--- src/rtl/filt_pkg.sv ---
// Shared definitions for the filter frame path: default widths, sum-width
// derivation and the frame record layout used by the packer and the monitor.
package filt_pkg;

  localparam int FILT_DATA_W    = 8;
  localparam int FILT_FRAME_LEN = 4;
  localparam int FILT_ID_W      = 8;

  function automatic int calc_sum_w(input int data_w, input int frame_len);
    return data_w + $clog2(frame_len);
  endfunction

  localparam int FILT_SUM_W = calc_sum_w(FILT_DATA_W, FILT_FRAME_LEN);

  typedef struct packed {
    logic [FILT_SUM_W-1:0]  sum;
    logic [FILT_DATA_W-1:0] max;
    logic [FILT_ID_W-1:0]   id;
  } frame_rec_t;

endpackage

--- src/rtl/filt_frame_fifo.sv ---
// Show-ahead synchronous FIFO of frame records; the head is held in a register
// so it stays at its last value once the FIFO drains.
module filt_frame_fifo #(
  parameter int REC_W = 26,
  parameter int DEPTH = 4
) (
  input  logic             clk,
  input  logic             rst,
  input  logic             i_push,
  input  logic [REC_W-1:0] i_data,
  output logic             o_full,
  input  logic             i_pop,
  output logic             o_empty,
  output logic [REC_W-1:0] o_head
);

  localparam int PTR_W = $clog2(DEPTH);
  localparam int CNT_W = PTR_W + 1;

  logic [REC_W-1:0] r_mem [DEPTH];
  logic [PTR_W-1:0] r_wr_ptr;
  logic [PTR_W-1:0] r_rd_ptr;
  logic [CNT_W-1:0] r_count;
  logic [REC_W-1:0] r_head;
  logic             r_empty;

  logic             w_full;
  logic             w_rd_en;
  logic             w_wr_en;
  logic [PTR_W-1:0] w_rd_ptr_n;
  logic [CNT_W-1:0] w_count_n;
  logic [REC_W-1:0] w_head_n;

  assign w_full  = (r_count == CNT_W'(DEPTH));
  assign w_rd_en = i_pop & ~r_empty;
  assign w_wr_en = i_push & (~w_full | w_rd_en);

  // Next read pointer, occupancy and head record (bypassing a write into an empty slot).
  always_comb begin
    w_rd_ptr_n = w_rd_en ? (r_rd_ptr + PTR_W'(1)) : r_rd_ptr;
    case ({w_wr_en, w_rd_en})
      2'b10:   w_count_n = r_count + CNT_W'(1);
      2'b01:   w_count_n = r_count - CNT_W'(1);
      default: w_count_n = r_count;
    endcase
    if (w_count_n == CNT_W'(0)) begin
      w_head_n = r_head;
    end else if (w_wr_en && (r_wr_ptr == w_rd_ptr_n)) begin
      w_head_n = i_data;
    end else begin
      w_head_n = r_mem[w_rd_ptr_n];
    end
  end

  // Storage, pointers and registered head.
  always_ff @(posedge clk or posedge rst) begin
    if (rst) begin
      for (int i = 0; i < DEPTH; i++) begin
        r_mem[i] <= '0;
      end
      r_wr_ptr <= '0;
      r_rd_ptr <= '0;
      r_count  <= '0;
      r_head   <= '0;
      r_empty  <= 1'b1;
    end else begin
      if (w_wr_en) begin
        r_mem[r_wr_ptr] <= i_data;
        r_wr_ptr        <= r_wr_ptr + PTR_W'(1);
      end
      r_rd_ptr <= w_rd_ptr_n;
      r_count  <= w_count_n;
      r_head   <= w_head_n;
      r_empty  <= (w_count_n == CNT_W'(0));
    end
  end

  assign o_full  = w_full;
  assign o_empty = r_empty;
  assign o_head  = r_head;

endmodule

--- src/rtl/filt_frame_packer.sv ---
// Groups filtered samples into fixed-length frames, computes sum/peak/id per
// frame and queues the records for a valid/ready consumer.
module filt_frame_packer
  import filt_pkg::*;
#(
  parameter int DATA_W     = FILT_DATA_W,
  parameter int FRAME_LEN  = FILT_FRAME_LEN,
  parameter int FIFO_DEPTH = 4,
  localparam int SUM_W     = calc_sum_w(DATA_W, FRAME_LEN)
) (
  input  logic              clk,
  input  logic              rst,
  input  logic              i_valid,
  input  logic [DATA_W-1:0] i_data,
  output logic              o_valid,
  input  logic              o_ready,
  output logic [SUM_W-1:0]  o_sum,
  output logic [DATA_W-1:0] o_max,
  output logic [7:0]        o_frame_id,
  output logic              o_overflow
);

  localparam int CNT_W = $clog2(FRAME_LEN);
  localparam int REC_W = SUM_W + DATA_W + 8;

  logic [CNT_W-1:0]  r_cnt;
  logic [SUM_W-1:0]  r_sum_acc;
  logic [DATA_W-1:0] r_max_acc;
  logic [7:0]        r_frame_id;
  logic              r_overflow;

  logic              w_first;
  logic              w_last;
  logic [SUM_W-1:0]  w_data_ext;
  logic [SUM_W-1:0]  w_sum_next;
  logic [DATA_W-1:0] w_max_next;
  logic              w_full;
  logic              w_empty;
  logic              w_pop;
  logic [REC_W-1:0]  w_push_rec;
  logic [REC_W-1:0]  w_head;

  assign w_first    = (r_cnt == CNT_W'(0));
  assign w_last     = i_valid & (r_cnt == CNT_W'(FRAME_LEN - 1));
  assign w_data_ext = {{(SUM_W-DATA_W){1'b0}}, i_data};
  assign w_pop      = ~w_empty & o_ready;

  // The first sample of a frame loads the accumulators instead of folding into them.
  always_comb begin
    if (w_first) begin
      w_sum_next = w_data_ext;
      w_max_next = i_data;
    end else begin
      w_sum_next = r_sum_acc + w_data_ext;
      w_max_next = (i_data > r_max_acc) ? i_data : r_max_acc;
    end
  end

  assign w_push_rec = {w_sum_next, w_max_next, r_frame_id};

  // Accumulators, frame counter, frame id and sticky drop flag.
  always_ff @(posedge clk or posedge rst) begin
    if (rst) begin
      r_cnt      <= '0;
      r_sum_acc  <= '0;
      r_max_acc  <= '0;
      r_frame_id <= 8'd0;
      r_overflow <= 1'b0;
    end else begin
      if (i_valid) begin
        r_sum_acc <= w_sum_next;
        r_max_acc <= w_max_next;
        if (w_last) begin
          r_cnt      <= '0;
          r_frame_id <= r_frame_id + 8'd1;
        end else begin
          r_cnt <= r_cnt + CNT_W'(1);
        end
      end
      if (w_last && w_full && !w_pop) begin
        r_overflow <= 1'b1;
      end
    end
  end

  filt_frame_fifo #(
    .REC_W (REC_W),
    .DEPTH (FIFO_DEPTH)
  ) u_fifo (
    .clk     (clk),
    .rst     (rst),
    .i_push  (w_last),
    .i_data  (w_push_rec),
    .o_full  (w_full),
    .i_pop   (w_pop),
    .o_empty (w_empty),
    .o_head  (w_head)
  );

  assign o_valid    = ~w_empty;
  assign o_sum      = w_head[REC_W-1 -: SUM_W];
  assign o_max      = w_head[8 +: DATA_W];
  assign o_frame_id = w_head[7:0];
  assign o_overflow = r_overflow;

endmodule

--- config.mk ---
export PLATFORM = sky130hd
export DESIGN_NAME = filt_frame_packer
export DESIGN_NICKNAME = d
export VERILOG_FILES = /design/src/rtl/filt_pkg.sv /design/src/rtl/filt_frame_fifo.sv /design/src/rtl/filt_frame_packer.sv
export SDC_FILE = /design/constraint.sdc
export NUM_CORES = 1
export LEC_CHECK = 0
export CORE_MARGIN = 10
export CORE_UTILIZATION = 24
export DETAILED_ROUTE_END_ITERATION = 12
export GPL_TIMING_DRIVEN = 0
export PLACE_DENSITY = 0.42
export RECOVER_POWER = 50
export SYNTH_ARGS = -nofsm -noshare
export SYNTH_HDL_FRONTEND = slang
export SYNTH_SLANG_ARGS = --single-unit
--- constraint.sdc ---
create_clock -name clk -period 6.16 [get_ports clk]
set_input_delay 1.232 -clock clk [delete_from_list [all_inputs] [get_ports clk]]
set_output_delay 1.232 -clock clk [all_outputs]
set_load 0.05 [all_outputs]
After elaboration in Yosys (flattened, before gate mapping)
Cells that the tools add are included.
Operators by class
  add/subtract/negate cells: 7
  multiply operators: 0
  div/mod/pow operators: 0
  $lt $le $gt $ge: 4
  eq/ne operators: 5
  shift operators: 0
  muxes and demuxes: 13
  bitwise operators: 9
  reductions and logical operators: 8
Operator list (count)
  104-bit bitwise mux: 1
  26-bit two-way mux: 4
  26-bit binary-select mux with 2-bit select: 1
  26-bit demux with 2-bit select: 1
  8-bit two-way mux: 2
  10-bit by 8-bit adder with 10-bit output: 1
  10-bit two-way mux: 1
  8-bit by 1-bit adder with 8-bit output (second input constant): 1
  8-bit > comparator: 1
  2-bit by 1-bit adder with 2-bit output (second input constant): 3
  3-bit >= comparator (second input constant): 2
  2-bit inverter with 3-bit output: 2
  3-bit case mux with 2 select lines: 1
  1-bit bitwise AND: 4
  2-bit equality test (second input constant): 2
  1-bit logical AND: 4
  2-bit two-way mux: 2
  3-bit by 1-bit adder with 3-bit output (second input constant): 1
  3-bit equality test (second input constant): 1
  3-bit logical NOT: 1
  3-bit by 1-bit < comparator with 1-bit output (second input constant): 1
  3-bit by 1-bit subtractor with 3-bit output (second input constant): 1
  2-bit by 1-bit equality test with 1-bit output (second input constant): 1
  2-bit equality test: 1
  5 further kinds: 6
Storage, ports and cells
  register bits after elaboration: 167
  latch bits: 0
  bits in writable memories: 0
  ROM bits: 0
  input bits: 12
  output and inout port bits: 28
  memories: 0

Depth between registers and ports, before layout
Gate-level depths: netlist of the first run.
  depth in word-level cells: 9
  depth in mapped cells: 15

By module
Synthesis of the first run repeated with hierarchy kept, for this count alone.
Unflattened totals
  cell total of the unflattened synthesis: 681
  area total of the unflattened synthesis: 8399.3 sq um
By module, submodules not included
  filt_frame_fifo: instances 1, cells each 490, area each 6397.4 sq um
  filt_frame_packer: instances 1, cells each 191, area each 2001.9 sq um

Worst setup path before layout of the first run
Ideal clock, no wire load.
  path kind: input-to-reg
  start point: input o_ready
  end point: register u_fifo.r_head[10] (netlist: u_fifo.o_head[10])
  arrival: 3.354 ns
  data required time: 6.079 ns
  setup slack: 2.725 ns
  stages: 15
  buffers on the path: 2
  cells stage by stage: nand2b_1 > buf_6 > a31oi_4 > inv_1 > ha_1 > inv_1 > fa_1 > xor2_1 > nor2_1 > xnor2_1 > nand3_2 > inv_1 > clkbuf_1 > nand2_1 > o211ai_2
On the way
  word-level cells in the longest chain between the ends: 8
  elaborated cells between the ends (all ways): 16
  classes of those cells: eq/ne: 3; mux: 6; bitwise: 5; reduce/logical: 2
Ends and longest elaborated chain
  from (decl): RTL line filt_frame_packer.sv:16  | input logic o_ready,
  1-bit bitwise AND (*): RTL line filt_frame_packer.sv:46  | assign w_pop = ~w_empty & o_ready;
  1-bit bitwise AND (*): RTL line filt_frame_fifo.sv:35  | assign w_rd_en = i_pop & ~r_empty;
  2-bit two-way mux: RTL line filt_frame_fifo.sv:40  | w_rd_ptr_n = w_rd_en ? (r_rd_ptr + PTR_W'(1)) : r_rd_ptr;
  2-bit inverter with 3-bit output (implied by the code): RTL line filt_frame_fifo.sv:51  | w_head_n = r_mem[w_rd_ptr_n];
  26-bit binary-select mux with 2-bit select: RTL line filt_frame_fifo.sv:51
  26-bit two-way mux (implied by the code) (2 in series): RTL line filt_frame_fifo.sv:51
  26-bit two-way mux: RTL line filt_frame_fifo.sv:48  | end else if (w_wr_en && (r_wr_ptr == w_rd_ptr_n)) begin
  to (signal assigned): RTL line filt_frame_fifo.sv:73  | r_head <= w_head_n;
  to (decl): RTL line filt_frame_fifo.sv:24  | logic [REC_W-1:0] r_head;
Mark *: on every way between the ends. The rest lies on a longest branch, timed or not. The select of a mux whose other input is x is not followed.
A chain may end at the register's enable or synchronous reset.

Worst setup path after layout of the first run
  start point: input i_valid
  end point: register u_fifo.r_head[7] (netlist: u_fifo.o_head[7])
On the way
  word-level cells in the longest chain between the ends: 5
  elaborated cells between the ends (all ways): 8
  classes of those cells: eq/ne: 2; mux: 2; bitwise: 2; reduce/logical: 2
Ends and longest elaborated chain
  from (decl): RTL line filt_frame_packer.sv:13  | input logic i_valid,
  1-bit bitwise AND (*): RTL line filt_frame_packer.sv:44  | assign w_last = i_valid & (r_cnt == CNT_W'(FRAME_LEN - 1));
  1-bit bitwise AND (*): RTL line filt_frame_fifo.sv:36  | assign w_wr_en = i_push & (~w_full | w_rd_en);
  2-bit by 1-bit equality test with 1-bit output or 2-bit equality test (tied branches): RTL line filt_frame_fifo.sv:41  | case ({w_wr_en, w_rd_en})
  3-bit case mux with 2 select lines: RTL line filt_frame_fifo.sv:41
  3-bit logical NOT: RTL line filt_frame_fifo.sv:46  | if (w_count_n == CNT_W'(0)) begin
Mark *: on every way between the ends. The rest lies on a longest branch, timed or not.

==> flow_metrics.py, run 1 <==
metrics = {
    "logic_synthesis": {
        "yosysWarnings": 0,
        "synth_top_cell_area_share": 0.521,
        "ys_seq_area_frac": 0.524,
        "yosysUniqueCellTypes": 53,
        "ys_seq_elements": 167,
        "synth_top_area_cell": "dfrtp_1",
        "synthTopCellsByArea": "dfrtp_1 (52%), mux4_2 (7.1%), mux2_2 (5.4%)",
        "synth_nets": 739,
        "syn_inst": 701,
        "avgSynthCellArea_um2": 11.4,
        "async_reset_ff_frac": 1.00,
        "synth-edff-count": 0,
        "synth_area_um2": 7980,
        "ys.flop_type": "dfrtp_1",
    },
    "worst_setup_path": {
        "r2r_start": "r_cnt[0]$_DFFE_PP0P_",
        "cp.required_ns": 6.44,
        "cp-startpoint": "i_valid",
        "crit_buf_inv": 5,
        "cp_slowest_cell": "a31oi_1",
        "reg2reg_to": "u_fifo.o_head[7]$_DFFE_PP0P_",
        "crit_chain": "dlygate4sd3_1 -> nand2_1 -> a31oi_1 -> inv_1 -> ha_1 -> inv_1 -> fa_1 -> xor2_1 -> nor2_1 -> xnor2_1 -> nand3_2 -> inv_1 -> clkbuf_1 -> o21ai_0",
        "worstPathMaxFanout": 10,
        "path_delay_family": "buffers and inverters",
        "critPathKind": "in -> reg",
        "cpMostUsedCell": "inv_1",
        "cp-start-kind": "input pin",
        "end_kind": "register",
        "worstPathArrival_ns": 5.25,
        "max_stage_delay_ns": 0.76,
        "rrSetupSlack_ns": 2.12,
        "ff2ff_path_depth": 14,
    },
    "timing": {
        "skew_ns": 0.0128,
        "rsz0062_at_grt": "no",
        "drv_slew": 179,
        "max_freq_mhz": 201,
        "whs_ns": 0.478,
        "fin_crit_sh": 0.807,
        "finalCriticalPeriod_ns": 4.97,
        "tightest_slew_ns": 2.62,
        "setup_viol": 0,
        "finalHoldViolations": 0,
        "max-slew-margin-rel": -0.754,
    },
    "clock_network": {
        "clk_pin_slew_ns": 0.07,
        "clockBufferDepth": 2,
        "cts_root_buf": "clkbuf_16",
        "cts.repair.resized": 0,
        "clk_latency_ns": 0.43,
        "post_cts_buffers": 0,
        "numCtsBuffers": 17,
        "cts_tree": "built",
        "clock-sinks": 167,
        "hold_buffers": 0,
        "htreeDepth": 4,
    },
    "drt": {
        "drt_pass1_iterations": 4,
        "num_vias": 5386,
        "route.detailed.drc": 0,
        "via_per_inst": 4.43,
        "wl_per_cell_um": 18.2,
        "ant_nets": 0,
        "wirelength_um": 22100,
        "drt_iter0_markers": 327,
    },
    "flow_run": {
        "drv_cap": 3,
    },
    "pwr": {
        "p_int_mw": 3.08,
        "pwr-share-comb": 0.455,
        "p_per_area_nw_per_um2": 554,
        "switchingPower_mw": 2.17,
        "leakagePower_nw": 4.22,
        "p_total_mw": 5.26,
        "seq_power_share": 0.337,
        "peakVddDrop_mv": 0.231,
        "switching_share": 0.413,
        "p_clk_frac": 0.208,
    },
    "floorplan": {
        "die_y_um": 202,
        "dieArea_um2": 40900,
        "core_region_area_um2": 32700,
        "ios": 40,
        "row_count": 66,
        "die_x_um": 202,
        "start_util": 0.244,
    },
    "global_route": {
        "grt_busiest_layer": "met2",
        "grt_pass1_vias": 5739,
        "antenna_found_initial": 0,
        "grt_max_degree": 116,
        "grt_pass1_wl_um": 35400,
        "use_met2": 0.185,
        "grt_use_met1": 0.147,
        "grt_overflow": 0,
        "grtUsageMet3": 0.0178,
        "grtUsageTotal": 0.112,
    },
    "layout": {
        "fin_nets": 798,
        "fillers": 3473,
        "areaGrowthSynthToFinish_pct": 18.9,
        "drive_above_1_share": 0.173,
        "finalInstanceArea_um2": 9490,
    },
    "outcome": {
        "status": "complete, but fails checks",
        "violations": "max-capacitance violations, max-slew violations",
    },
    "worst_hold_path": {
        "whs_endpoint": "u_fifo.r_mem[71]$_DFFE_PP0P_",
        "min-delay-start": "u_fifo.r_mem[71]$_DFFE_PP0P_",
        "min_path_cells": 2,
        "hold_path.class": "reg -> reg",
    },
    "placement": {
        "gp_congestion": 0.753,
        "dp_hpwl_um": 15100,
        "placed_cell_area_um2": 8960,
        "io_buffers": 39,
    },
}
==> cells by family after synthesis <==
logic type | Yosys count | synth area share
muxes | 82 | 0.148
buffers and inverters | 66 | 0.0384
adders and majority gates | 26 | 0.0427
DFF | 167 | 0.524
xor gates and xnor gates | 20 | 0.0267
and+or+nand+nor | 183 | 0.0969
AOI/OAI and AO/OA | 157 | 0.123
==> cell usage after synthesis, types with 4 or more instances <==
cell / n
o211ai_2: 10
buf_6: 5
nor2_1: 35
xor2_1: 7
nand3_1: 19
clkbuf_1: 27
o21a_1: 4
xnor2_1: 11
a31oi_1: 6
ha_1: 24
inv_1: 26
mux4_2: 25
mux2i_1: 19
a211oi_1: 5
o211ai_1: 5
nand2_1: 112
a21oi_1: 29
dfrtp_1: 166
nand3_2: 4
o21ai_0: 77
mux2_2: 38
==> worst max path at each step <==
stage	slack (ns)	to	cells past startpoint
floorplan	0.41	o_overflow$_DFFE_PP0P_	1
global placement	-2.62	u_fifo.o_head[11]$_DFFE_PP0P_	2
detailed placement	1.16	u_fifo.o_head[7]$_DFFE_PP0P_	14
CTS	1.60	u_fifo.o_head[6]$_DFFE_PP0P_	14
global route	0.83	u_fifo.r_mem[92]$_DFFE_PP0P_	3
finish	1.19	u_fifo.o_head[7]$_DFFE_PP0P_	14
==> power groups by stage <==
stage / Sequential (mW) / Combinational [mW] / Clock, mW
after CTS: 1.78 / 2.46 / 1.13
after global placement: 1.79 / 2.43 / 0
after global routing: 1.82 / 2.66 / 1.18
after detailed placement: 1.80 / 2.45 / 0
after floorplan: 1.92 / 1.58 / 0
final: 1.77 / 2.39 / 1.09
==> metal layers <==
layer,up-vias,routed length [um]
met5,-,0
met3,10,492
li1,2578,-
met4,0,209
met1,2744,10500
met2,54,10900
==> state kept, by name, summed over array words and instances, names as in the netlist <==
name and flops:
u_fifo.r_mem 104, u_fifo.o_empty 1, r_sum_acc 10, u_fifo.r_wr_ptr 2, r_frame_id 8, o_overflow 1, r_max_acc 8, u_fifo.r_count 3
u_fifo.o_head 26, u_fifo.r_rd_ptr 2, r_cnt 2
==> worst register-to-register path: stages, from the launching register on <==
cell      delay, ns
dfrtp_1        0.37
ha_1           0.22
nand2_1        0.23
a31oi_1        0.77
inv_1          0.10
ha_1           0.25
inv_1          0.08
fa_1           0.19
xor2_1         0.16
nor2_1         0.07
xnor2_1        0.23
nand3_2        0.29
inv_1          0.18
clkbuf_1       0.56
o21ai_0        0.20
==> cell usage in the layout (no fill, tap or decap), types with 5 or more instances in the layout <==
cell type | Yosys | final
o211ai_2 | 10 | 10
a21oi_1 | 29 | 29
o21ai_0 | 77 | 77
nand2_1 | 112 | 112
buf_6 | 5 | 5
clkbuf_16 | 0 | 17
xor2_1 | 7 | 7
a31oi_1 | 6 | 7
clkdlybuf4s50_1 | 0 | 37
mux2_2 | 38 | 38
xnor2_1 | 11 | 12
mux4_2 | 25 | 25
nor2_1 | 35 | 35
dfrtp_1 | 166 | 166
mux2i_1 | 19 | 19
inv_1 | 26 | 25
clkbuf_1 | 27 | 28
inv_6 | 0 | 6
a211oi_1 | 5 | 5
ha_1 | 24 | 24
o211ai_1 | 5 | 5
nand3_1 | 19 | 19
==> metrics by stage <==
step                      worst slack [ns]  utilization  instances  TNS (ns)
after global placement               -2.62        0.273       1182   -432.64
final                                 1.19        0.290       1216         0
after floorplan                      0.411            -        701         0
after CTS                             1.60        0.292       1215         0
after global routing                 0.833        0.290       1215         0
after detailed placement              1.16        0.274       1183         0
==> area by class of cell <==
type                            count  area (um2)  share of cell area
Inverter                           27         105              0.0111
Multi-Input combinational cell    468        3460               0.364
Antenna cell                        1        2.50            0.000264
Clock inverter                     15         165              0.0174
Timing Repair Buffer               40         398              0.0419
Buffer                             39         203              0.0214
Sequential cell                   167        4180               0.440
Clock buffer                       17         425              0.0448
Tap cell                          442         553              0.0583
Note: power is estimated with default switching activity, not from simulation.
==> run 2, diff against run 1 <==
PLACE_DENSITY = 0.43   (was 0.42)
clock period = 4.1 ns   (was 6.16 ns; I/O delays follow)
==> run 2 against run 1 <==
  * The flow still finishes with violations (max-capacitance violations, max-slew violations)
  * Register-to-register slack worse by 1.4 ns
  * Clock-buffer cell count increased by 4
  * Cell count up 0.16%
  * Die area unchanged
  * Design area up 1.4%
  * Via count rose by 0.45%
  * Worst hold slack better by 0.0026 ns
  * Setup slack worse by 0.85 ns
  * Critical endpoint is now u_fifo.o_head[14]$_DFFE_PP0P_
==> flow_metrics.py, run 2 (synthesized netlist as in run 1, its figures left out) <==
metrics = {
    "placement": {
        "io_buffers": 39,
        "gp_congestion": 0.754,
        "place_inst": 1186,
        "dp_slack_ns": -0.464,
        "dp_hpwl_um": 15100,
    },
    "timing": {
        "finalCriticalPeriod_ns": 3.76,
        "max_freq_mhz": 266,
        "drv_slew": 76,
        "fin_crit_sh": 0.918,
        "tightest_slew_ns": 1.73,
        "rsz0062_at_grt": "no",
        "setup_viol": 0,
        "setup_slack_ns": 0.336,
        "max-slew-margin-rel": -0.154,
        "setup_tns_ns": 0,
        "skew_ns": 0.0127,
        "finalHoldViolations": 0,
    },
    "drt": {
        "drt_pass1_iterations": 4,
        "num_vias": 5410,
        "route.detailed.drc": 0,
        "wirelength_um": 21700,
        "ant_nets": 0,
        "wl_per_cell_um": 17.8,
        "via_per_inst": 4.44,
        "drt_iter0_markers": 265,
    },
    "worst_setup_path": {
        "cp.required_ns": 4.37,
        "critPathKind": "in -> reg",
        "crit_chain": "clkdlybuf4s50_1 -> nand2_1 -> a31oi_4 -> inv_1 -> ha_1 -> inv_1 -> fa_1 -> xor2_1 -> nor2_1 -> xnor2_1 -> nand3_2 -> clkbuf_2 -> nand3_1 -> o211ai_2",
        "crit_buf_inv": 4,
        "crit_cells": 14,
        "r2r_start": "r_cnt[0]$_DFFE_PP0P_",
        "ff2ff_path_depth": 14,
        "cp_slowest_cell": "clkdlybuf4s50_1",
        "worstPathArrival_ns": 4.04,
        "rrSetupSlack_ns": 0.75,
        "cpMostUsedCell": "inv_1",
        "cp-startpoint": "i_valid",
        "max_stage_delay_ns": 0.58,
        "reg2reg_to": "u_fifo.o_head[14]$_DFFE_PP0P_",
        "worstPathMaxFanout": 10,
        "crit_path_end": "u_fifo.o_head[14]$_DFFE_PP0P_",
        "end_kind": "register",
        "path_delay_family": "buffers and inverters",
        "cp-start-kind": "input pin",
    },
    "layout": {
        "drive_above_1_share": 0.178,
        "seqCellArea_um2": 4180,
        "insertedDiodeCount": 0,
        "fin_cells": 1218,
        "fin_util": 0.294,
        "regMostFlops": "u_fifo.r_mem",
        "fin_nets": 801,
        "final_common_cell": "dfrtp_1",
        "largest_register_ffs": 104,
        "fillers": 3433,
        "areaGrowthSynthToFinish_pct": 20.6,
        "multiInputGateArea_um2": 3450,
        "final_cell_mix": "dfrtp_1 (166), nand2_1 (112), o21ai_0 (77)",
    },
    "clock_network": {
        "clk_latency_ns": 0.42,
        "numCtsBuffers": 17,
        "clock-sinks": 167,
        "htreeDepth": 4,
        "clk_pin_slew_ns": 0.06,
        "post_cts_buffers": 0,
        "cts_root_buf": "clkbuf_16",
        "cts_tree": "built",
        "clockBufferDepth": 2,
        "hold_buffers": 0,
    },
    "floorplan": {
        "dieArea_um2": 40900,
        "core_region_area_um2": 32700,
        "start_util": 0.244,
        "row_count": 66,
        "die_y_um": 202,
        "die_x_um": 202,
        "ios": 40,
    },
    "pwr": {
        "p_clk_frac": 0.230,
        "p_per_area_nw_per_um2": 842,
        "leakagePower_nw": 4.29,
        "switching_share": 0.394,
        "switchingPower_mw": 3.19,
        "p_int_mw": 4.91,
        "pwr-share-comb": 0.443,
        "seq_power_share": 0.327,
        "peakVddDrop_mv": 0.300,
        "p_total_mw": 8.10,
    },
    "global_route": {
        "grt_overflow": 0,
        "grt_pass1_wl_um": 34500,
        "grt_pass1_vias": 5637,
        "antenna_found_initial": 0,
        "grtUsageTotal": 0.109,
        "grt_max_degree": 40,
    },
    "flow_run": {
        "drv_cap": 3,
    },
    "outcome": {
        "status": "complete, but fails checks",
        "violations": "max-capacitance violations, max-slew violations",
    },
    "worst_hold_path": {
        "hold_path.class": "reg -> reg",
    },
}
## run 2: worst min-delay path, stage by stage (launching register included)
cell and delay [ns]:
dfrtp_1 0.34, nand2_1 0.05, o21ai_0 0.06
## run 2: cell type report
type	count	share of cell area
tap	442	0.0575
inverter	27	0.0109
sequential	167	0.435
clock buffer	21	0.0479
clock inverter	11	0.0229
buffer	39	0.0217
multi-input combinational	468	0.359
timing repair buffer	43	0.0455
## run 2: per-layer routing
metal	wire length, um	global-route usage	up-vias
met5	0	0	-
met4	168	0.0256	0
met3	831	0.0217	10
met2	10200	0.172	76
met1	10500	0.149	2745
li1	-	-	2579
## run 2: repair_timing
item / 4_1_cts / 5_1_grt
setup endpoints to repair: 3 / 18
resized for setup: 0 / 10
gates cloned: 0 / 0
pin swaps: 0 / 0
## run 2: power groups by stage
stage	combinational, mW	sequential [mW]	clock [mW]
after floorplan	2.38	2.89	0
after global placement	3.64	2.69	0
after detailed placement	3.67	2.69	0
after CTS	3.68	2.67	1.91
after global routing	4.00	2.73	1.97
final	3.58	2.65	1.86
## run 2: worst min path at each step
| stage | from | end | slack [ns] | depth (start not counted) |
|---|---|---|---|---|
| after floorplan | u_fifo.r_mem[60]$_DFFE_PP0P_ | u_fifo.r_mem[60]$_DFFE_PP0P_ | 0.44 | 2 |
| after global placement | u_fifo.r_mem[39]$_DFFE_PP0P_ | u_fifo.r_mem[39]$_DFFE_PP0P_ | 0.46 | 2 |
| after detailed placement | u_fifo.r_mem[61]$_DFFE_PP0P_ | u_fifo.r_mem[61]$_DFFE_PP0P_ | 0.47 | 2 |
| after CTS | u_fifo.r_mem[61]$_DFFE_PP0P_ | u_fifo.r_mem[61]$_DFFE_PP0P_ | 0.48 | 2 |
| after global routing | u_fifo.r_mem[23]$_DFFE_PP0P_ | u_fifo.r_mem[23]$_DFFE_PP0P_ | 0.50 | 2 |
| final | u_fifo.r_mem[40]$_DFFE_PP0P_ | u_fifo.r_mem[40]$_DFFE_PP0P_ | 0.48 | 2 |
## run 2: stage by stage
step | hold WS (ns) | area, um2
after floorplan | 0.445 | 7980
after global placement | 0.458 | 8930
after detailed placement | 0.468 | 9010
after CTS | 0.484 | 9690
after global routing | 0.503 | 9620
final | 0.480 | 9620
==> run 3, diff against run 2 <==
clock period = 3.41 ns   (was 4.1 ns; I/O delays follow)
==> run 3 against run 2 <==
  * Critical path type unchanged
  * Power is 21% higher
  * Sequential power up 20%
  * The flow now finishes without violations
  * Die area is the same
  * Largest cell class unchanged
  * Combinational power grew 22%
  * Largest power group unchanged
  * Setup slack worse by 0.16 ns
  * Global-route usage about the same
  * Clock-buffer cell count unchanged
==> flow_metrics.py, run 3 (synthesized netlist as in run 1, its figures left out) <==
metrics = {
    "outcome": {
        "status": "complete, no violations",
    },
    "timing": {
        "skew_ns": 0.0138,
        "finalCriticalPeriod_ns": 3.24,
        "setup_tns_ns": 0,
        "setup_viol": 0,
        "drv_slew": 0,
        "rsz0062_at_grt": "no",
        "max_freq_mhz": 309,
        "max-slew-margin-rel": 0.0549,
        "tightest_slew_ns": 1.41,
        "whs_ns": 0.479,
        "finalHoldViolations": 0,
        "fin_crit_sh": 0.949,
    },
    "pwr": {
        "p_per_area_nw_per_um2": 1020,
        "p_total_mw": 9.80,
        "switching_share": 0.395,
        "seq_power_share": 0.326,
        "peakVddDrop_mv": 0.358,
        "pwr-share-comb": 0.445,
        "leakagePower_nw": 4.29,
        "p_clk_frac": 0.229,
        "p_int_mw": 5.93,
        "switchingPower_mw": 3.87,
    },
    "layout": {
        "seqCellArea_um2": 4180,
        "fin_nets": 802,
        "final_common_cell": "dfrtp_1",
        "fin_util": 0.295,
        "insertedDiodeCount": 0,
        "fillers": 3427,
        "multiInputGateArea_um2": 3490,
        "drive_above_1_share": 0.184,
        "largest_register_ffs": 104,
        "fin_cells": 1219,
        "regMostFlops": "u_fifo.r_mem",
        "areaGrowthSynthToFinish_pct": 20.9,
        "final_cell_mix": "dfrtp_1 (166), nand2_1 (111), o21ai_0 (77)",
    },
    "drt": {
        "ant_nets": 0,
        "wirelength_um": 21800,
        "drt_pass1_iterations": 4,
        "wl_per_cell_um": 17.9,
        "via_per_inst": 4.43,
        "route.detailed.drc": 0,
        "num_vias": 5404,
        "drt_iter0_markers": 264,
    },
    "floorplan": {
        "ios": 40,
        "start_util": 0.244,
        "core_region_area_um2": 32700,
        "row_count": 66,
        "die_x_um": 202,
        "dieArea_um2": 40900,
        "die_y_um": 202,
    },
    "worst_setup_path": {
        "crit_buf_inv": 1,
        "path_delay_family": "compound AO/OA/AOI/OAI gates",
        "cp.required_ns": 3.67,
        "end_kind": "register",
        "worstPathMaxFanout": 8,
        "cpMostUsedCell": "o21ai_0",
        "worstPathArrival_ns": 3.50,
        "max_stage_delay_ns": 0.76,
        "rrSetupSlack_ns": 0.41,
        "cp-start-kind": "input pin",
        "cp_slowest_cell": "mux2i_1",
        "crit_chain": "clkdlybuf4s50_1 -> ha_1 -> a211oi_1 -> o21ai_0 -> o21ai_2 -> mux2i_1 -> o21ai_0",
        "critPathKind": "in -> reg",
    },
    "placement": {
        "place_inst": 1186,
        "io_buffers": 39,
        "gp_congestion": 0.754,
        "dp_hpwl_um": 15100,
    },
    "global_route": {
        "grt_max_degree": 40,
        "grt_overflow": 0,
        "grt_pass1_vias": 5644,
        "antenna_found_initial": 0,
        "grtUsageTotal": 0.109,
        "grt_pass1_wl_um": 34500,
    },
    "clock_network": {
        "cts_tree": "built",
        "clk_latency_ns": 0.43,
        "cts_root_buf": "clkbuf_16",
        "clk_pin_slew_ns": 0.07,
        "numCtsBuffers": 17,
        "clockBufferDepth": 2,
        "htreeDepth": 4,
        "clock-sinks": 167,
    },
    "flow_run": {
        "drv_cap": 0,
    },
    "worst_hold_path": {
        "hold_path.class": "reg -> reg",
    },
}
==> run 3: timing repair <==
action,CTS,global route
resized for setup,6,7
hold buffers,0,0
setup endpoints to repair,27,19
buffers inserted,1,0
==> run 3: layer usage <==
layer  up-vias  GRT usage  share of wire  wire length [um]
met3         8     0.0217          0.031               672
met1      2751      0.149           0.49             10600
met2        65      0.172           0.48             10300
li1       2580          -              -                 -
met4         0     0.0256         0.0063               138
met5         -          0              0                 0
==> run 3: tightest hold or removal path, delay by kind of cell (launching register included) <==
kind	cells	cell delay [ns]
AND/OR/NAND/NOR	1	0.04
flip-flops	1	0.34
AO/OA/AOI/OAI	1	0.06
==> run 3: final timing paths <==
path                                                  to  cells past startpoint                         start
hold / removal              u_fifo.r_mem[39]$_DFFE_PP0P_                      2  u_fifo.r_mem[39]$_DFFE_PP0P_
setup reg to reg           u_fifo.o_head[21]$_DFFE_PP0P_                     13          r_cnt[0]$_DFFE_PP0P_
setup / recovery            u_fifo.r_mem[15]$_DFFE_PP0P_                      7                     i_data[5]
max in group asynchronous   u_fifo.r_mem[59]$_DFFE_PP0P_                      4                           rst
min in group asynchronous       r_sum_acc[9]$_DFFE_PP0P_                      2                           rst
hold reg to reg             u_fifo.r_mem[39]$_DFFE_PP0P_                      2  u_fifo.r_mem[39]$_DFFE_PP0P_
==> run 3: layout make-up <==
class | count | area share
well taps | 442 | 0.0573
repair buffers | 44 | 0.0438
inverters | 27 | 0.0109
clock inverters | 11 | 0.0228
multi-input cells | 468 | 0.362
plain buffers | 39 | 0.0222
clock buffers | 21 | 0.0477
flip-flops and latches | 167 | 0.433
==> run 3: through the flow <==
| stage | setup WS [ns] | area (um2) |
|---|---|---|
| after floorplan | 0.525 | 7980 |
| after global placement | -1.15 | 8930 |
| after detailed placement | -1.02 | 9010 |
| after CTS | 0.0391 | 9700 |
| after global routing | 0.000215 | 9650 |
| final | 0.174 | 9650 |
==> run 3: power groups by stage <==
stage          clock network, mW  logic [mW]  registers (mW)
2_1_floorplan                  0        2.86            3.47
3_3_place_gp                   0        4.38            3.23
3_5_place_dp                   0        4.42            3.24
4_1_cts                     2.29        4.44            3.20
5_1_grt                     2.37        4.85            3.29
6_report                    2.24        4.36            3.19
